===== config.mk =====
export PLATFORM = sky130hd
export DESIGN_NAME = sram_req_ctrl
export DESIGN_NICKNAME = d
export VERILOG_FILES = /design/src/rtl/sram_pkg.sv /design/src/rtl/sram_req_ctrl.sv
export SDC_FILE = /design/constraint.sdc
export NUM_CORES = 1
export LEC_CHECK = 0
export ABC_CLOCK_PERIOD_IN_PS = 1800
export CAP_MARGIN = 15
export CORE_AREA = 2 2 78 80
export CTS_CLUSTER_DIAMETER = 150
export CTS_CLUSTER_SIZE = 8
export DETAILED_ROUTE_END_ITERATION = 7
export DIE_AREA = 0 0 80 82
export PLACE_DENSITY = 0.71
export SLEW_MARGIN = 20
export SYNTH_ARGS = -nofsm -noshare
export SYNTH_HDL_FRONTEND = slang
export SYNTH_SLANG_ARGS = --single-unit

===== constraint.sdc =====
create_clock -name clk -period 1.8 [get_ports clk]
set_clock_uncertainty 0.2 [all_clocks]
set_input_delay 0.27 -clock clk [delete_from_list [all_inputs] [get_ports clk]]
set_output_delay 0.27 -clock clk [all_outputs]
set_load 0.05 [all_outputs]

===== src/rtl/sram_pkg.sv =====
// rtl/sram_pkg.sv - shared types, defaults and helpers for the SRAM request controller
package sram_pkg;

    typedef enum logic [1:0] {
        IDLE  = 2'd0,
        WRITE = 2'd1,
        READ  = 2'd2,
        RESP  = 2'd3
    } sram_ctrl_state_t;

    localparam int SRAM_WIDTH      = 16;
    localparam int SRAM_DEPTH      = 1024;
    localparam int SRAM_RD_LATENCY = 2;

    function automatic int addr_w(input int depth);
        return $clog2(depth);
    endfunction

endpackage


===== src/rtl/sram_req_ctrl.sv =====
// rtl/sram_req_ctrl.sv - single-outstanding request/response front-end for the banked SRAM
module sram_req_ctrl
    import sram_pkg::*;
#(
    parameter int WIDTH      = SRAM_WIDTH,
    parameter int DEPTH      = SRAM_DEPTH,
    parameter int RD_LATENCY = SRAM_RD_LATENCY,
    localparam int AW        = addr_w(DEPTH)
) (
    input  logic             clk,
    input  logic             rstn,
    input  logic             req_valid,
    output logic             req_ready,
    input  logic             req_we,
    input  logic [AW-1:0]    req_addr,
    input  logic [WIDTH-1:0] req_wdata,
    output logic             rsp_valid,
    input  logic             rsp_ready,
    output logic [WIDTH-1:0] rsp_rdata,
    output logic             mem_wren,
    output logic             mem_rden,
    output logic [AW-1:0]    mem_addr,
    output logic [WIDTH-1:0] mem_wdata,
    input  logic [WIDTH-1:0] mem_rd_data
);

    // Counter is wide enough for the full 1..15 latency range.
    localparam logic [3:0] LAT_LAST = 4'(RD_LATENCY - 1);

    sram_ctrl_state_t state, state_nxt;

    logic [3:0]       lat_cnt, lat_cnt_nxt;
    logic             mem_wren_nxt;
    logic             mem_rden_nxt;
    logic [AW-1:0]    mem_addr_nxt;
    logic [WIDTH-1:0] mem_wdata_nxt;
    logic             rsp_valid_nxt;
    logic [WIDTH-1:0] rsp_rdata_nxt;

    // Acceptance depends only on the current state, so a request raised during
    // the RESP->IDLE cycle waits one more cycle.
    assign req_ready = (state == IDLE) && rstn;

    // State register.
    always_ff @(posedge clk) begin
        if (!rstn) begin
            state <= IDLE;
        end else begin
            state <= state_nxt;
        end
    end

    // Next-state decode.
    always_comb begin
        state_nxt = state;
        case (state)
            IDLE: begin
                if (req_valid) begin
                    state_nxt = req_we ? WRITE : READ;
                end
            end
            WRITE: state_nxt = IDLE;
            READ: begin
                if (lat_cnt == LAT_LAST) begin
                    state_nxt = RESP;
                end
            end
            RESP: begin
                if (rsp_ready) begin
                    state_nxt = IDLE;
                end
            end
            default: state_nxt = IDLE;
        endcase
    end

    // Next values of the registered outputs; strobes default low, data holds.
    always_comb begin
        mem_wren_nxt  = 1'b0;
        mem_rden_nxt  = 1'b0;
        mem_addr_nxt  = mem_addr;
        mem_wdata_nxt = mem_wdata;
        rsp_valid_nxt = rsp_valid;
        rsp_rdata_nxt = rsp_rdata;
        lat_cnt_nxt   = lat_cnt;
        case (state)
            IDLE: begin
                if (req_valid) begin
                    mem_addr_nxt  = req_addr;
                    mem_wdata_nxt = req_wdata;
                    if (req_we) begin
                        mem_wren_nxt = 1'b1;
                    end else begin
                        mem_rden_nxt = 1'b1;
                        lat_cnt_nxt  = 4'd0;
                    end
                end
            end
            WRITE: begin
                mem_wren_nxt = 1'b0;
            end
            READ: begin
                if (lat_cnt == LAT_LAST) begin
                    rsp_rdata_nxt = mem_rd_data;
                    rsp_valid_nxt = 1'b1;
                end else begin
                    mem_rden_nxt = 1'b1;
                end
                lat_cnt_nxt = lat_cnt + 4'd1;
            end
            RESP: begin
                if (rsp_ready) begin
                    rsp_valid_nxt = 1'b0;
                end
            end
            default: begin
                mem_wren_nxt = 1'b0;
            end
        endcase
    end

    // Output and counter registers; reset abandons any in-flight transaction.
    always_ff @(posedge clk) begin
        if (!rstn) begin
            mem_wren  <= 1'b0;
            mem_rden  <= 1'b0;
            mem_addr  <= '0;
            mem_wdata <= '0;
            rsp_valid <= 1'b0;
            rsp_rdata <= '0;
            lat_cnt   <= 4'd0;
        end else begin
            mem_wren  <= mem_wren_nxt;
            mem_rden  <= mem_rden_nxt;
            mem_addr  <= mem_addr_nxt;
            mem_wdata <= mem_wdata_nxt;
            rsp_valid <= rsp_valid_nxt;
            rsp_rdata <= rsp_rdata_nxt;
            lat_cnt   <= lat_cnt_nxt;
        end
    end

endmodule


==> results of run 1 <==
## cells by family after synthesis
| logic type | Yosys count | share of synthesized area (%) |
|---|---|---|
| buffers and inverters | 22 | 7.39 |
| muxes | 17 | 8.31 |
| DFF | 51 | 49.8 |
| AOI/OAI and AO/OA | 36 | 9.96 |
| and+or+nand+nor | 108 | 23.3 |
| adders and majority gates | 2 | 1.22 |
## through the flow
step / instance area (um2) / TNS [ns] / util, % / hold slack, ns
floorplan: 2050 / 0 / - / 0.206
global placement: 2930 / -0.487 / 51.1 / 0.242
detailed placement: 2930 / -1.02 / 51.1 / 0.249
CTS: 3070 / 0 / 53.4 / 0.262
global route: 3070 / 0 / 53.4 / 0.278
finish: 3070 / 0 / 53.4 / 0.258
## path summary, 6_finish.rpt
path                             startpoint            end  cells past startpoint  slack, ns
worst min-delay path            mem_addr[1]    mem_addr[1]                      2       0.26
worst max register to register   lat_cnt[0]  rsp_rdata[15]                      4       0.19
worst min register to register  mem_addr[1]    mem_addr[1]                      2       0.26
worst max-delay path               state[0]      req_ready                      4       0.09
## layout make-up
cell class,instances,area (um2),area share (%)
Sequential cell,51,1020,33.3
Timing Repair Buffer,105,928,30.2
Multi-Input combinational cell,163,878,28.6
Tap cell,75,93.8,3.06
Clock buffer,6,72.6,2.36
Clock inverter,2,60.1,1.96
Inverter,4,15.0,0.489
## sequential cells by signal, summed over array words and instances (netlist names)
signal and count:
rsp_rdata 16, mem_addr 10, state 2, mem_wren 1, rsp_valid 1, mem_wdata 16
lat_cnt 4, mem_rden 1
## routing by layer
metal	routed length, um	track usage, %	vias to the layer above
met5	0	0	-
met4	78	6.10	0
met3	262	3.96	5
met2	2340	25.9	44
met1	1980	17.3	850
li1	-	-	959
## power by group
| group | internal [mW] | switching (mW) | leakage, nW |
|---|---|---|---|
| Clock | 0.555 | 0.362 | 0.0654 |
| Combinational | 0.226 | 0.311 | 0.774 |
| Sequential | 1.18 | 0.0280 | 0.416 |
## critical path: cells and delay by family (launching register included)
kind                   cells  cell delay (ns)
and+or+nand+nor            2             0.31
DFF                        1             0.33
buffers and inverters      2             0.30
## layout by cell type, fill, tap and decap left out, types with 2 or more instances in the layout
cell type	instances
a21oi_1	28
buf_12	2
buf_4	57
bufinv_16	2
clkbuf_8	5
clkdlybuf4s50_1	46
dfxtp_1	51
ha_1	2
inv_1	4
mux2i_1	17
nand2_1	92
nand4_1	2
nor2_1	3
==> run metrics, run 1 <==
PostCTS Resize Cnt 0; endpoints failing hold 0; net count after synthesis 285; leakage 1.25 nW; die height 82 um; register bit total from synthesis 51; CP max-delay cell dfxtp_1; arrival time at the worst endpoint 1.24 ns; Critical Path Fanout Max 5; Seq/Total Area, Yosys 49.8%; HPWL Detailed 3460 um; Filler Cell Count 539; Startpoint Class flip-flop; GR Util All Layers 14.9%; initial antenna violation count 0; worst-path cell chain buf_4 -> nand2b_1 -> nor2_2 -> buf_12; RSZ-0062 raised after global routing false; I/O pin total 93; clk_lat worst skew 0.30 ns; vias in the first global route 1,745; via count 1,858; GRT overflow 0; DRC violations left 0; largest net degree at the start of global routing 41; H-tree depth 2; layout cells sized above 1 21.8%; Inst Count DP 398; most frequent cells after synthesis nand2_1, dfxtp_1, a21oi_1, mux2i_1, clkbuf_1; Row Count 28; Gate Count Post-Synth 236; Top FF cell, synth dfxtp_1; pin slew with the least headroom to its limit 0.370 ns; CTS Buffer Depth 2; DRT Pass-1 Iters 4; Avg Vias per Cell 4.58; Post-Syn Area per Cell 8.68 um2; CTS tree yes; Worst EP required 1.33 ns; status completed; RePlAce Congestion 0.708; max_cap viols 0; critical path type flip-flop to output port; drt initial violations 58; final-stage net count 379; post-synth cell types 31; CP Capture Type output port; Routed WL per cell 11.5 um; Core Region 5750 um2; post-synth top area cell dfxtp_1; slowest stage delay, CP 0.33 ns; post-CTS setup buffers 0; DRT antenna net count 0; YS warnings 0; clock root buffer clkbuf_8; post-route minimum period 1.71 ns; Layout area overhead 49.8%; die width 80 um; count leader, synth nand2_1; Post-synth ARST share 0%; Clk pin slew, worst setup/hold paths 0.09 ns; final WL 4650 um; Worst slew margin 75.3%; Non-Filler Instances 406; HP Class flip-flop to flip-flop; final period utilization 94.9%; area share of the largest cell type after synthesis 49.8%; Post-Syn Area 2050 um2; port bufs 92; first-pass GRT wire length 7670 um; Initial Util 35.6%; CTS Buf Count 5; power per standard cell area 867 nW/um2; Setup violations, final 0; post-place setup slack -0.0586 ns; Peak VDD IR 0.000390 V; top post-synthesis cells by area dfxtp_1, nand2_1, mux2i_1; # hold bufs at CTS 0; Pins Over Slew Limit 0; Post-synth EDFFs 0; die area 6560 um2; ant diodes 0; final worst setup slack 0.0919 ns; Fmax 0.585 GHz; # clock sinks 51; Final Power 2.66 mW
Power figures use the tool's default switching activity.
==> run 2: changes to the inputs <==
- ABC_CLOCK_PERIOD_IN_PS: 1800 -> default
==> results of run 2 <==
Final layout, timing and power as in run 1 (identical DEF).
==> run 3: changes to the inputs <==
- PLACE_DENSITY: 0.71 -> 0.74
==> run metrics, run 3 (synthesized netlist as in run 1, its figures left out) <==
status completed; post-CTS setup buffers 0 (unchanged); final period utilization 96.3% (+1.4 points); GR Util All Layers 14.1% (-0.78 points); R2R Path End rsp_rdata[12]; I/O pin total 93 (unchanged); Multi-input gate area 886 um2 (+0.85%); WHS Endpoint mem_wdata[6]; CP Capture Type output port; port bufs 92 (unchanged); HP Class flip-flop to flip-flop; HPWL Detailed 3320 um (-4.0%); endpoints failing hold 0 (unchanged); Largest regs mem_wdata x16, rsp_rdata x16, mem_addr x10; largest net degree at the start of global routing 41 (unchanged); power per standard cell area 798 nW/um2 (-8.0%); Layout area overhead 48.5%; critical path type flip-flop to output port; GRT busiest layer met2; most frequent cells in the layout nand2_1, buf_4, dfxtp_1, clkdlybuf4s50_1, a21oi_1; Avg Vias per Cell 4.60 (+0.45%); total negative slack 0 ns (unchanged); reg2reg path depth 4 (unchanged); RSZ-0062 raised after global routing false; DRT Pass-1 Iters 4 (unchanged); Peak VDD IR 0.000369 V (-5.5%); leakage 1.23 nW (-2.2%); crit path launch state[0]; min-delay src mem_wdata[6]; Clk pin slew, worst setup/hold paths 0.09 ns (about the same); Row Count 28 (unchanged); arrival time at the worst endpoint 1.26 ns (+0.02 ns); die width 80 um (unchanged); Routed WL per cell 11.4 um (-0.52%); final WL 4580 um (-1.5%); final-stage net count 375 (-1.1%); clk_lat worst skew 0.29 ns (about the same); Initial Util 35.6% (unchanged); RePlAce Congestion 0.716 (+1.1%); max_cap viols 0 (unchanged); WHS 0.260 ns (+0.00233 ns); die area 6560 um2 (unchanged); initial antenna violation count 0 (unchanged); clock root buffer clkbuf_8; Startpoint Class flip-flop; Worst EP required 1.33 ns (about the same); first-pass GRT wire length 7500 um (-2.2%); Setup violations, final 0 (unchanged); layout cells sized above 1 21.7% (-0.040 points); reg2reg start state[1]; global routing usage on met3 3.74% (-0.22 points); via count 1,848 (-0.54%); FF/Latch Area 1020 um2 (+0.37%); Worst slew margin 75.7% (+0.32 points); ant diodes 0 (unchanged); Core Region 5750 um2 (unchanged); drt initial violations 111 (+91%); Filler Cell Count 577 (+7.1%); die height 82 um (unchanged); Critical Path Fanout Max 6 (+1); vias in the first global route 1,726 (-1.1%); Pins Over Slew Limit 0 (unchanged); post-route minimum period 1.73 ns (+0.0245 ns); DRT antenna net count 0 (unchanged); Fmax 0.577 GHz (-1.4%); CTS tree yes; DRC violations left 0 (unchanged); met1 GRT Util 16.9% (-0.38 points); H-tree depth 2 (unchanged); # clock sinks 51 (unchanged); GRT overflow 0 (unchanged); reg2reg setup slack 0.17 ns (-0.02 ns); hold depth 2 (unchanged); met2 Usage GRT 24.9% (-1.0 points); CTS Buf Count 5 (unchanged); CTS Buffer Depth 2 (unchanged); commonest non-fill, non-tap cell in the layout nand2_1; pin slew with the least headroom to its limit 0.365 ns (-0.00478 ns)
run 3: area by class of cell:
class                      count  share of cell area [%]
sequential                    51                    33.7
timing repair buffer         101                    30.4
multi-input combinational    163                    29.1
clock inverter                 2                   0.535
tap                           75                    3.09
clock buffer                   6                    2.71
inverter                       4                   0.494
run 3: how the worst max path moves through the flow:
stage | slack, ns | to
floorplan | 0.12 | req_ready
global placement | -0.05 | lat_cnt[3]
detailed placement | -0.08 | lat_cnt[3]
CTS | 0.03 | req_ready
global route | 0.01 | req_ready
finish | 0.07 | req_ready
run 3: what timing repair did:
| item | in CTS | in global routing |
|---|---|---|
| gates cloned | 0 | 0 |
| gates resized for setup | 1 | 3 |
| hold buffers | 0 | 0 |
| pin swaps | 0 | 1 |
| setup endpoints to repair | 1 | 1 |
run 3: per-stage QoR:
step	power (mW)	instances	utilization (%)	cell area, um2	setup slack, ns
6_report	2.43	402	52.9	3040	0.0674
5_1_grt	2.56	402	52.9	3040	0.0115
4_1_cts	2.48	402	52.7	3030	0.0262
3_5_place_dp	1.78	394	51.0	2930	-0.0776
3_3_place_gp	1.77	394	51.0	2930	-0.0500
2_1_floorplan	1.55	236	-	2050	0.124
run 3: per-layer routing:
layer  vias to the layer above  part of all wire (%)
met4                         0                  0.41
met1                       848                    43
met3                         2                   5.8
met5                         -                     0
li1                        949                     -
met2                        49                    50
run 3: worst max-delay path, stage by stage (launching register included):
cell and delay, ns:
dfxtp_4 0.37, buf_4 0.15, nand2b_4 0.14, nor2_2 0.16, buf_12 0.15
run 3: where the power goes:
part / total [mW] / internal, mW / switching, mW
combinational: 0.541 / 0.228 / 0.312
clock: 0.679 / 0.314 / 0.365
sequential: 1.21 / 1.18 / 0.0293
